`src/rtl/snake_vga_pkg.sv`:
```
// Shared types and constants for the snake game VGA read side:
// cell codes, palette, default 640x480 timing and grid geometry.
package snake_vga_pkg;

    typedef enum logic [1:0] {
        EMPTY = 2'd0,
        BODY  = 2'd1,
        HEAD  = 2'd2,
        FOOD  = 2'd3
    } cell_t;

    localparam logic [11:0] COL_EMPTY = 12'h000;
    localparam logic [11:0] COL_BODY  = 12'h0F0;
    localparam logic [11:0] COL_HEAD  = 12'h0A0;
    localparam logic [11:0] COL_FOOD  = 12'hF00;
    localparam logic [11:0] COL_GRID  = 12'h222;

    localparam int VGA_H_ACTIVE = 640;
    localparam int VGA_H_FP     = 16;
    localparam int VGA_H_SYNC   = 96;
    localparam int VGA_H_BP     = 48;
    localparam int VGA_V_ACTIVE = 480;
    localparam int VGA_V_FP     = 10;
    localparam int VGA_V_SYNC   = 2;
    localparam int VGA_V_BP     = 33;
    localparam int VGA_TILE_SHIFT = 4;
    localparam int CNT_W        = 10;

    localparam int GRID_W = VGA_H_ACTIVE >> VGA_TILE_SHIFT;
    localparam int GRID_H = VGA_V_ACTIVE >> VGA_TILE_SHIFT;

    // Per-pixel side-band that travels alongside the RAM read.
    typedef struct packed {
        logic active;
        logic hs;
        logic vs;
        logic first;
        logic bound;
    } pipe_t;

    localparam pipe_t PIPE_IDLE = '{active: 1'b0, hs: 1'b1, vs: 1'b1, first: 1'b0, bound: 1'b0};

    function automatic logic [11:0] colour(input cell_t c);
        case (c)
            BODY:    return COL_BODY;
            HEAD:    return COL_HEAD;
            FOOD:    return COL_FOOD;
            default: return COL_EMPTY;
        endcase
    endfunction

endpackage

```
`src/rtl/en_dff.sv`:
```
// Generic clock-enabled register with synchronous active-high reset to a
// parameterised value.
module en_dff #(
    parameter int         W       = 1,
    parameter logic [W-1:0] RST_VAL = '0
) (
    input  logic         clk,
    input  logic         reset,
    input  logic         en,
    input  logic [W-1:0] d,
    output logic [W-1:0] q
);

    // NOTE: reset wins over enable so a held pipeline still clears immediately.
    always_ff @(posedge clk) begin
        if (reset)
            q <= RST_VAL;
        else if (en)
            q <= d;
    end

endmodule

```
`src/rtl/vga_timing.sv`:
```
// Stage-0 raster counters with combinational hsync/vsync/active decode;
// counters advance only on pix_en.
module vga_timing
    import snake_vga_pkg::*;
#(
    parameter int H_ACTIVE = VGA_H_ACTIVE,
    parameter int H_FP     = VGA_H_FP,
    parameter int H_SYNC   = VGA_H_SYNC,
    parameter int H_BP     = VGA_H_BP,
    parameter int V_ACTIVE = VGA_V_ACTIVE,
    parameter int V_FP     = VGA_V_FP,
    parameter int V_SYNC   = VGA_V_SYNC,
    parameter int V_BP     = VGA_V_BP
) (
    input  logic             clk,
    input  logic             reset,
    input  logic             pix_en,
    output logic [CNT_W-1:0] h_cnt,
    output logic [CNT_W-1:0] v_cnt,
    output logic             active,
    output logic             hsync,
    output logic             vsync
);

    localparam logic [CNT_W-1:0] H_LAST   = CNT_W'(H_ACTIVE + H_FP + H_SYNC + H_BP - 1);
    localparam logic [CNT_W-1:0] V_LAST   = CNT_W'(V_ACTIVE + V_FP + V_SYNC + V_BP - 1);
    localparam logic [CNT_W-1:0] H_VIS    = CNT_W'(H_ACTIVE);
    localparam logic [CNT_W-1:0] V_VIS    = CNT_W'(V_ACTIVE);
    localparam logic [CNT_W-1:0] HS_FIRST = CNT_W'(H_ACTIVE + H_FP);
    localparam logic [CNT_W-1:0] HS_LAST  = CNT_W'(H_ACTIVE + H_FP + H_SYNC - 1);
    localparam logic [CNT_W-1:0] VS_FIRST = CNT_W'(V_ACTIVE + V_FP);
    localparam logic [CNT_W-1:0] VS_LAST  = CNT_W'(V_ACTIVE + V_FP + V_SYNC - 1);

    always_ff @(posedge clk) begin
        if (reset) begin
            h_cnt <= '0;
            v_cnt <= '0;
        end else if (pix_en) begin
            if (h_cnt == H_LAST) begin
                h_cnt <= '0;
                v_cnt <= (v_cnt == V_LAST) ? '0 : v_cnt + 1'b1;
            end else begin
                h_cnt <= h_cnt + 1'b1;
            end
        end
    end

    assign active = (h_cnt < H_VIS) && (v_cnt < V_VIS);
    assign hsync  = !((h_cnt >= HS_FIRST) && (h_cnt <= HS_LAST));
    assign vsync  = !((v_cnt >= VS_FIRST) && (v_cnt <= VS_LAST));

endmodule

```
`src/rtl/tile_scanout.sv`:
```
// VGA scan-out of the snake tile grid: RAM address generation, sync/active
// delay line and colour lookup. Optional grid overlay: TILE_SCANOUT_GRID_LINES_EN.
module tile_scanout
    import snake_vga_pkg::*;
#(
    parameter int H_ACTIVE   = VGA_H_ACTIVE,
    parameter int H_FP       = VGA_H_FP,
    parameter int H_SYNC     = VGA_H_SYNC,
    parameter int H_BP       = VGA_H_BP,
    parameter int V_ACTIVE   = VGA_V_ACTIVE,
    parameter int V_FP       = VGA_V_FP,
    parameter int V_SYNC     = VGA_V_SYNC,
    parameter int V_BP       = VGA_V_BP,
    parameter int TILE_SHIFT = VGA_TILE_SHIFT,
    parameter int ADDR_W     = 11,
    parameter int RD_LAT     = 1
) (
    input  logic              clk,
    input  logic              reset,
    input  logic              pix_en,
    output logic              rd_en,
    output logic [ADDR_W-1:0] rd_addr,
    input  logic [1:0]        rd_data,
    output logic              hsync,
    output logic              vsync,
    output logic [11:0]       rgb,
    output logic              frame_start
);

    // Side-band stages between the counters and the output register.
    localparam int DEPTH = 1 + RD_LAT;
    localparam logic [15:0] GRID_W_L = 16'(H_ACTIVE >> TILE_SHIFT);

    logic [CNT_W-1:0] h_cnt, v_cnt;
    logic             act0, hs0, vs0;
    pipe_t            s0, last;
    pipe_t            pipe [DEPTH+1];
    logic [11:0]      pix_rgb;

    // Row base as a sum of shifted copies, one per set bit of the grid width.
    function automatic logic [ADDR_W-1:0] row_base(input logic [ADDR_W-1:0] row);
        logic [ADDR_W-1:0] acc;
        acc = '0;
        for (int i = 0; i < 16; i++)
            if (GRID_W_L[i]) acc = acc + (row << i);
        return acc;
    endfunction

    vga_timing #(
        .H_ACTIVE(H_ACTIVE), .H_FP(H_FP), .H_SYNC(H_SYNC), .H_BP(H_BP),
        .V_ACTIVE(V_ACTIVE), .V_FP(V_FP), .V_SYNC(V_SYNC), .V_BP(V_BP)
    ) u_timing (
        .clk(clk), .reset(reset), .pix_en(pix_en),
        .h_cnt(h_cnt), .v_cnt(v_cnt),
        .active(act0), .hsync(hs0), .vsync(vs0)
    );

    always_comb begin
        s0        = PIPE_IDLE;
        s0.active = act0;
        s0.hs     = hs0;
        s0.vs     = vs0;
        s0.first  = (h_cnt == '0) && (v_cnt == '0);
`ifdef TILE_SCANOUT_GRID_LINES_EN
        s0.bound  = (h_cnt[TILE_SHIFT-1:0] == '0) || (v_cnt[TILE_SHIFT-1:0] == '0);
`endif
    end

    assign rd_en = pix_en;

    // Address only tracks visible pixels; in blanking it parks on the last one.
    always_ff @(posedge clk) begin
        if (reset)
            rd_addr <= '0;
        else if (pix_en && act0)
            rd_addr <= row_base(ADDR_W'(v_cnt >> TILE_SHIFT)) + ADDR_W'(h_cnt >> TILE_SHIFT);
    end

    assign pipe[0] = s0;

    for (genvar g = 0; g < DEPTH; g++) begin : g_delay
        en_dff #(.W($bits(pipe_t)), .RST_VAL(PIPE_IDLE)) u_stage (
            .clk(clk), .reset(reset), .en(pix_en), .d(pipe[g]), .q(pipe[g+1])
        );
    end

    assign last = pipe[DEPTH];

    always_comb begin
        pix_rgb = COL_EMPTY;
        if (last.active) begin
            pix_rgb = colour(cell_t'(rd_data));
`ifdef TILE_SCANOUT_GRID_LINES_EN
            if (last.bound && cell_t'(rd_data) == EMPTY)
                pix_rgb = COL_GRID;
`endif
        end
    end

`ifndef TILE_SCANOUT_GRID_LINES_EN
    logic unused_bound;
    assign unused_bound = last.bound;
`endif

    en_dff #(.W(12), .RST_VAL(12'h000)) u_rgb (
        .clk(clk), .reset(reset), .en(pix_en), .d(pix_rgb), .q(rgb)
    );
    en_dff #(.W(1), .RST_VAL(1'b1)) u_hsync (
        .clk(clk), .reset(reset), .en(pix_en), .d(last.hs), .q(hsync)
    );
    en_dff #(.W(1), .RST_VAL(1'b1)) u_vsync (
        .clk(clk), .reset(reset), .en(pix_en), .d(last.vs), .q(vsync)
    );

    // A single-clk pulse, so unlike the other outputs it does not hold between strobes.
    always_ff @(posedge clk) begin
        if (reset)
            frame_start <= 1'b0;
        else
            frame_start <= pix_en && last.first;
    end

endmodule

```
`config.mk`:
```
export PLATFORM = sky130hd
export DESIGN_NAME = tile_scanout
export DESIGN_NICKNAME = d
export VERILOG_FILES = /design/src/rtl/snake_vga_pkg.sv /design/src/rtl/en_dff.sv /design/src/rtl/vga_timing.sv /design/src/rtl/tile_scanout.sv
export SDC_FILE = /design/constraint.sdc
export NUM_CORES = 1
export LEC_CHECK = 0
export ABC_AREA = 1
export BUFFER_PORTS_ARGS = -buffer_cell sky130_fd_sc_hd__buf_2
export CELL_PAD_IN_SITES_DETAIL_PLACEMENT = 1
export CELL_PAD_IN_SITES_GLOBAL_PLACEMENT = 1
export CORE_UTILIZATION = 47
export CTS_BUF_LIST = sky130_fd_sc_hd__clkbuf_8
export DETAILED_ROUTE_END_ITERATION = 8
export HOLD_SLACK_MARGIN = 0.03
export PLACE_DENSITY_LB_ADDON = 0.1
export SYNTH_ARGS = -nofsm -noshare
export SYNTH_HDL_FRONTEND = slang
export SYNTH_HIERARCHICAL = 1
export SYNTH_SLANG_ARGS = --single-unit
```
`constraint.sdc`:
```
create_clock -name clk -period 5.3 [get_ports clk]
set_clock_uncertainty 0.2 [all_clocks]
set_input_delay 1.06 -clock clk [delete_from_list [all_inputs] [get_ports clk]]
set_output_delay 1.06 -clock clk [all_outputs]
set_load 0.005 [all_outputs]
```
==> results.md, run 1 <==
* Area Overhead vs Synth at 9.26%
* Crit-path cells: buf_2 > buf_2
* Row cnt at 29
* Clk slew on worst S/H paths at 0.10 ns
* Die height at 83.0 um
* Initial core utilization at 0.485
* Design Area, Final at 3370 um2
* Outcome: complete, no violations
* Pwr/cell area at 231 nW/um2
* Worst Tran Pin Value at 0.559 ns
* Core Area at 6350 um2
* Area after DPL at 3260 um2
* Die footprint at 6880 um2
* GRT Total Usage at 0.223
* Fin nets at 513
* GR Util met2 at 0.384
* Power share of the combinational group at 0.091
* Initial antenna violation count at 0
* Die X at 83.0 um
* TritonCTS Buffers at 5
* Sw Ratio at 0.246
* Post-DR wirelength/cell at 12.6 um
* Buf/Inv on CP at 2
* TritonCTS clock tree: built
* Fmax at 0.362 GHz
* Hold WS at 0.250 ns
* Max VDD drop at 0.141 mV
* Final std cells w/o fill at 571
* Internal at 587 uW
* CP Capture Type: output port
* Mapped cell area at 3080 um2
* Min Tclk post-route at 2.77 ns
* Reg power frac at 0.553
* Cts hold-fix bufs at 0
* Worst path required time at 4.04 ns
* Crit path DAT at 1.51 ns
* Maxcap violations at 0
* CP delay by family, top: buffers and inverters
* Maximum root-to-sink buffer count at 2
* Crit start category: input pin
* RePlAce Congestion at 0.838
* Post-Synthesis Cells at 461
* Final wirelength at 7.22 mm
* Most common cell on crit path: buf_2
* Total gr overflow at 0
* Yosys warns at 6
* Slew margin rel. at 0.627
* Clock share of power at 0.355
* Sw power at 191 uW
* Placed Cells at 563
* Post-CTS Setup Bufs at 0
* Post-DP HPWL at 5.38 mm
* RSZ-0062 raised after global routing: no
* Met1 GRT Util at 0.288
* First-pass GRT wire length at 12.6 mm
* DR pass1 iterations at 4
* Drt first-iter violations at 76
* Pin count of the biggest net entering global routing at 36
* Layout cells sized above 1 at 0.138
* Finish-stage setup viols at 0
* Via count at 2,833
* Max Slew Vio Count at 0
* Number of H-tree levels at 2
* Slowest stage cell, crit path: buf_2
* N_diodes at 0
* CP Class: input pin to output port
* Max FO, Critical Path at 19
* Vias in the first global route at 2,738
* Synth Area per Inst at 6.68 um2
* Fin util at 0.530
* Worst min path class: register to register
* Antenna viol nets, final at 0
* Final hold vios at 0
* Ports at 32
* Leak at 1.69 nW
* Met3 Usage GRT at 0.0408
* CTS root buffer: clkbuf_8
* Crit share post-route at 0.522
* Clock tree sinks at 54
* Post-route setup TNS at 0 ns
* Number of buffers inserted by port buffering at 31
* Slowest Stage Delay on Critical Path at 0.27 ns
* Residual DRC count at 0
* Clock Latency Late Sink at 0.31 ns
* Gr busiest metal: met2
* Post-DR vias/cell at 4.96
* Post_cts resized at 0
* Layout fillers at 882
routing by layer:
metal / share of wire / up-vias
met5: 0 / -
met4: 0.011 / 0
met3: 0.024 / 6
met2: 0.48 / 25
met1: 0.49 / 1335
li1: - / 1467
through the flow:
step | power (mW) | setup slack [ns]
5_1_grt | 0.814 | 2.36
3_3_place_gp | 0.508 | 2.41
3_5_place_dp | 0.512 | 2.29
2_1_floorplan | 0.489 | 2.87
4_1_cts | 0.788 | 2.51
6_report | 0.778 | 2.53
registers in the layout, indices dropped and copies added (netlist names):
name / flops
g_delay.u_stage/q: 8
u_hsync/q: 1
u_timing/v_cnt: 10
u_timing/h_cnt: 10
u_vsync/q: 1
frame_start: 1
rd_addr: 11
u_rgb/q: 12
path summary, 6_finish.rpt:
kind | start | to | slack [ns] | depth (start not counted)
max | pix_en | rd_en | 2.53 | 2
min reg2reg | g_delay[1].u_stage/q[1] | frame_start | 0.25 | 2
min | g_delay[1].u_stage/q[1] | frame_start | 0.25 | 2
max reg2reg | u_timing/v_cnt[8] | rd_addr[6] | 2.82 | 9
area by class of cell:
| type | count | area (um2) | area share |
|---|---|---|---|
| clock inverter | 3 | 41.3 | 0.0123 |
| timing repair buffer | 32 | 163 | 0.0483 |
| clock buffer | 5 | 68.8 | 0.0204 |
| sequential | 54 | 1080 | 0.321 |
| tap | 77 | 96.3 | 0.0286 |
| inverter | 79 | 303 | 0.0900 |
| multi-input combinational | 321 | 1610 | 0.479 |
placed cells by master, fill, tap and decap left out, drive strengths merged:
cell / instances
nand3b: 1
inv: 79
bufinv: 1
conb: 4
o21ai: 16
nor2: 90
buf: 32
clkinvlp: 1
nor3: 4
nor3b: 1
a21boi: 1
nand3: 38
xor2: 5
xnor2: 1
a21oi: 7
nand2: 124
nor4: 5
dfxtp: 54
clkinv: 1
nand4: 8
or2: 1
ha: 13
clkbuf: 5
fa: 2
power by group through the flow:
stage	Clock, mW	Sequential [mW]	Combinational, mW
floorplan	0	0.440	0.0489
global placement	0	0.439	0.0686
detailed placement	0	0.440	0.0715
CTS	0.284	0.431	0.0725
global route	0.299	0.433	0.0822
finish	0.276	0.431	0.0711
Power figures use the tool's default switching activity.
==> inputs of run 2 (changes only) <==
--- a/config.mk
+++ b/config.mk
@@ -9,7 +9,7 @@
 export BUFFER_PORTS_ARGS = -buffer_cell sky130_fd_sc_hd__buf_2
 export CELL_PAD_IN_SITES_DETAIL_PLACEMENT = 1
 export CELL_PAD_IN_SITES_GLOBAL_PLACEMENT = 1
-export CORE_UTILIZATION = 47
+export CORE_UTILIZATION = 44
 export CTS_BUF_LIST = sky130_fd_sc_hd__clkbuf_8
 export DETAILED_ROUTE_END_ITERATION = 8
 export HOLD_SLACK_MARGIN = 0.03
==> constraint.sdc (replaced) <==
create_clock -name clk -period 2.7 [get_ports clk]
set_clock_uncertainty 0.2 [all_clocks]
set_input_delay 0.54 -clock clk [delete_from_list [all_inputs] [get_ports clk]]
set_output_delay 0.54 -clock clk [all_outputs]
set_load 0.005 [all_outputs]
==> run 2 against run 1 <==
  * Worst hold slack better by 0.015 ns
  * Routed wire length is 0.65% higher
  * Utilization is 2.7 points lower
  * Sequential share of layout area is 0.46 points lower
  * Clock-buffer cell count stayed put
  * Cell count is 3.9% higher
  * Critical endpoint is now rd_addr[9]
==> results.md, run 2 (same netlist as run 1, synthesis figures left out) <==
* Max FO, Critical Path at 9
* Total gr overflow at 0
* DR pass1 iterations at 4
* Clock Latency Late Sink at 0.31 ns
* Area Overhead vs Synth at 10.8%
* Fin util at 0.503
* WHS Path Cells at 2
* Hold WS at 0.265 ns
* Cts hold-fix bufs at 0
* PnR worst setup slack at 0.372 ns
* Post-DR vias/cell at 4.68
* RePlAce Congestion at 0.846
* Pin count of the biggest net entering global routing at 30
* Design Area, Final at 3410 um2
* Fmax at 0.430 GHz
* CP Capture Type: register
* RSZ-0062 raised after global routing: no
* Post-CTS Setup Bufs at 0
* Max VDD drop at 0.260 mV
* Crit start category: register
* Layout cells sized above 1 at 0.145
* TritonCTS clock tree: built
* Tot Pwr at 1.55 mW
* Die height at 85.7 um
* Most frequent cells in the layout: nand2_1 (116), nor2_1 (88), inv_1 (70)
* Clk slew on worst S/H paths at 0.10 ns
* Post-route setup TNS at 0 ns
* Initial core utilization at 0.453
* FF-to-FF path depth at 10
* Max Slew Vio Count at 0
* N_diodes at 0
* Die footprint at 7340 um2
* Worst min path class: register to register
* Outcome: complete, no violations
* Post-DR wirelength/cell at 12.3 um
* Finish-stage setup viols at 0
* Clock tree sinks at 54
* Post_cts resized at 0
* Crit share post-route at 0.862
* Via count at 2,778
* Number of H-tree levels at 2
* Area after DPL at 3300 um2
* Pwr/cell area at 453 nW/um2
* Final hold vios at 0
* Max reg flops at 12
* Leak at 1.71 nW
* Residual DRC count at 0
* Ports at 32
* Min Tclk post-route at 2.33 ns
* CTS root buffer: clkbuf_8
* Die X at 85.7 um
* Drt first-iter violations at 45
* Fin nets at 516
* Row cnt at 30
* GRT Total Usage at 0.209
* Initial antenna violation count at 0
* Core Area at 6790 um2
* Commonest non-fill, non-tap cell in the layout: nand2_1
* Place WS at 0.381 ns
* Worst path required time at 2.72 ns
* Post-DP HPWL at 5.65 mm
* Number of buffers inserted by port buffering at 31
* Vias in the first global route at 2,776
* First-pass GRT wire length at 12.4 mm
* TritonCTS Buffers at 5
* Final std cells w/o fill at 593
* Biggest regs: u_rgb/q x12, rd_addr x11
* Antenna viol nets, final at 0
* Maximum root-to-sink buffer count at 2
* Crit path DAT at 2.35 ns
* Biggest register: u_rgb/q
* Placed Cells at 585
* Final wirelength at 7.27 mm
* CP Class: register to register
* Maxcap violations at 0
-- run 2: area by class of cell --
type                            instances  area (um2)
Tap cell                               96         120
Clock buffer                            5        68.8
Inverter                               79         303
Multi-Input combinational cell        321        1610
Fill cell                             954        3380
Sequential cell                        54        1080
Timing Repair Buffer                   35         185
Clock inverter                          3        43.8
-- run 2: path summary, 6_finish.rpt --
path | start | to | slack, ns
max | u_timing/v_cnt[4] | rd_addr[9] | 0.37
min | g_delay[1].u_stage/q[1] | frame_start | 0.27
min reg2reg | g_delay[1].u_stage/q[1] | frame_start | 0.27
max reg2reg | u_timing/v_cnt[4] | rd_addr[9] | 0.37
-- run 2: power by group --
group,switching [mW],internal (mW),total [mW]
Combinational,0.0894,0.0544,0.144
Clock,0.281,0.279,0.560
Sequential,0.0173,0.828,0.845
-- run 2: worst max-delay path: stages (launching register included) --
cell	delay, ns
dfxtp_1	0.51
ha_1	0.24
inv_1	0.06
fa_1	0.38
or2_1	0.26
a21boi_2	0.16
nand2_1	0.08
o21ai_0	0.16
nand3_1	0.08
nand2_1	0.07
inv_1	0.03
-- run 2: layer usage --
layer  part of all wire  routed length [um]  track usage  vias to the layer above
li1                   -                   -            -                     1476
met3              0.020                 144       0.0318                        5
met1               0.48                3460        0.257                     1270
met5                  0                   0            0                        -
met2               0.50                3610        0.388                       27
met4             0.0073                  53       0.0409                        0
==> inputs of run 3 (changes only) <==
--- a/config.mk
+++ b/config.mk
@@ -5,14 +5,12 @@
 export SDC_FILE = /design/constraint.sdc
 export NUM_CORES = 1
 export LEC_CHECK = 0
-export ABC_AREA = 1
 export BUFFER_PORTS_ARGS = -buffer_cell sky130_fd_sc_hd__buf_2
 export CELL_PAD_IN_SITES_DETAIL_PLACEMENT = 1
 export CELL_PAD_IN_SITES_GLOBAL_PLACEMENT = 1
-export CORE_UTILIZATION = 44
+export CORE_UTILIZATION = 46
 export CTS_BUF_LIST = sky130_fd_sc_hd__clkbuf_8
 export DETAILED_ROUTE_END_ITERATION = 8
-export HOLD_SLACK_MARGIN = 0.03
 export PLACE_DENSITY_LB_ADDON = 0.1
 export SYNTH_ARGS = -nofsm -noshare
 export SYNTH_HDL_FRONTEND = slang
==> run 3 against run 2 <==
  * Die area down 15%
  * Design area fell by 12%
  * Clock power fell by 24%
  * Sequential power fell by 2%
  * Register-to-register slack worse by 0.07 ns
  * Largest cell class unchanged
  * Largest power group unchanged
==> results.md, run 3 <==
* RePlAce Congestion at 0.767
* Final wirelength at 6.02 mm
* Post-route setup TNS at 0 ns
* DR pass1 iterations at 4
* CP Class: register to register
* Finish-stage setup viols at 0
* Sw power at 316 uW
* Die height at 78.8 um
* Worst min path class: register to register
* Leak at 1.24 nW
* Biggest regs: u_rgb/q x12, rd_addr x11
* Crit-path cells: ha_1 > inv_1 > fa_1 > nor2b_1 > o21ai_0 > nor4b_2 > xnor2_1 > a211oi_2
* N_diodes at 0
* Crit share post-route at 0.889
* Clock tree sinks at 54
* Residual DRC count at 0
* Post-CTS Setup Bufs at 0
* Commonest non-fill, non-tap cell in the layout: dfxtp_1
* Power share of the combinational group at 0.071
* Internal at 1.03 mW
* Via count at 2,200
* Cts hold-fix bufs at 0
* Most frequent cells in the layout: dfxtp_1 (54), nor2_1 (34), buf_2 (31)
* Worst Tran Pin Value at 0.523 ns
* Place WS at 0.314 ns
* Stages on worst setup path at 8
* Total gr overflow at 0
* Pwr/cell area at 449 nW/um2
* Mapped cell area at 2710 um2
* Number of H-tree levels at 2
* Synth Area per Inst at 8.95 um2
* CTS root buffer: clkbuf_8
* Fin nets at 357
* Reg power frac at 0.615
* Worst path required time at 2.73 ns
* Slew margin rel. at 0.652
* Drt first-iter violations at 69
* Min Tclk post-route at 2.40 ns
* Final hold vios at 0
* Max VDD drop at 0.241 mV
* Maxcap violations at 0
* Crit path DAT at 2.43 ns
* Max Slew Vio Count at 0
* Ports at 32
* Crit start category: register
* Max FO, Critical Path at 8
* Clock Latency Late Sink at 0.30 ns
* PnR worst setup slack at 0.300 ns
* Hold WS at 0.258 ns
* Slowest Stage Delay on Critical Path at 0.53 ns
* Outcome: complete, no violations
* TritonCTS clock tree: built
* Layout cells sized above 1 at 0.154
* Biggest register: u_rgb/q
* Slowest stage cell, crit path: dfxtp_1
* Maximum root-to-sink buffer count at 2
* GRT Total Usage at 0.208
* Post-DR wirelength/cell at 14.7 um
* Number of buffers inserted by port buffering at 31
* CP Capture Type: register
* Buf/Inv on CP at 1
* Post-DR vias/cell at 5.38
* Sw Ratio at 0.235
* CP delay by family, top: adder cells
* Row cnt at 27
* WHS Path Cells at 2
* Clk slew on worst S/H paths at 0.09 ns
* Initial core utilization at 0.483
* Post-DP HPWL at 4.47 mm
* Initial antenna violation count at 0
* First-pass GRT wire length at 10.2 mm
* Vias in the first global route at 2,160
* Antenna viol nets, final at 0
* FF-to-FF path depth at 8
* TritonCTS Buffers at 5
* Pin count of the biggest net entering global routing at 33
* Area Overhead vs Synth at 10.8%
* Post_cts resized at 0
* Max reg flops at 12
* Clock share of power at 0.314
* Fmax at 0.417 GHz
* Core Area at 5610 um2
* Yosys warns at 6
* Die footprint at 6210 um2
* Die X at 78.8 um
* RSZ-0062 raised after global routing: no
* Post-Synthesis Cells at 303
-- run 3: worst register-to-register path, cell delays in order (launching register included) --
cell and delay [ns]:
dfxtp_1 0.53, ha_1 0.23, inv_1 0.06, fa_1 0.39
nor2b_1 0.12, o21ai_0 0.14, nor4b_2 0.33, xnor2_1 0.12
a211oi_2 0.21
-- run 3: power by group through the flow --
| stage | Sequential (mW) | Combinational (mW) | Clock [mW] |
|---|---|---|---|
| 2_1_floorplan | 0.847 | 0.0644 | 0 |
| 3_3_place_gp | 0.847 | 0.0937 | 0 |
| 3_5_place_dp | 0.849 | 0.0974 | 0 |
| 4_1_cts | 0.830 | 0.0979 | 0.438 |
| 5_1_grt | 0.833 | 0.109 | 0.470 |
| 6_report | 0.830 | 0.0963 | 0.423 |
-- run 3: worst paths after layout --
path / from / endpoint / slack (ns)
worst max-delay path: u_timing/h_cnt[7] / rd_addr[9] / 0.30
worst min-delay path: rd_addr[1] / rd_addr[1] / 0.26
worst max register to register: u_timing/h_cnt[7] / rd_addr[9] / 0.30
worst min register to register: rd_addr[1] / rd_addr[1] / 0.26
-- run 3: routing by layer --
metal  up-vias  GRT usage  wire length [um]
met4         0     0.0611                68
met3         5     0.0379               145
li1       1110          -                 -
met2        28      0.358              2870
met1      1057      0.264              2930
met5         -          0                 0
-- run 3: metrics by stage --
stage / total power, mW / util / instances / instance area (um2)
floorplan: 0.912 / - / 306 / 2720
global placement: 0.941 / 0.521 / 402 / 2920
detailed placement: 0.946 / 0.521 / 402 / 2920
CTS: 1.37 / 0.535 / 409 / 3000
global route: 1.41 / 0.535 / 409 / 3000
finish: 1.35 / 0.535 / 409 / 3000
-- run 3: cell type report --
class                   instances  area, um2
clock inverters                 2       11.3
fillers                       692       2610
inverters                      11       41.3
multi-input cells             227       1500
well taps                      72       90.1
clock buffers                   5       68.8
flip-flops and latches         54       1080
repair buffers                 38        208
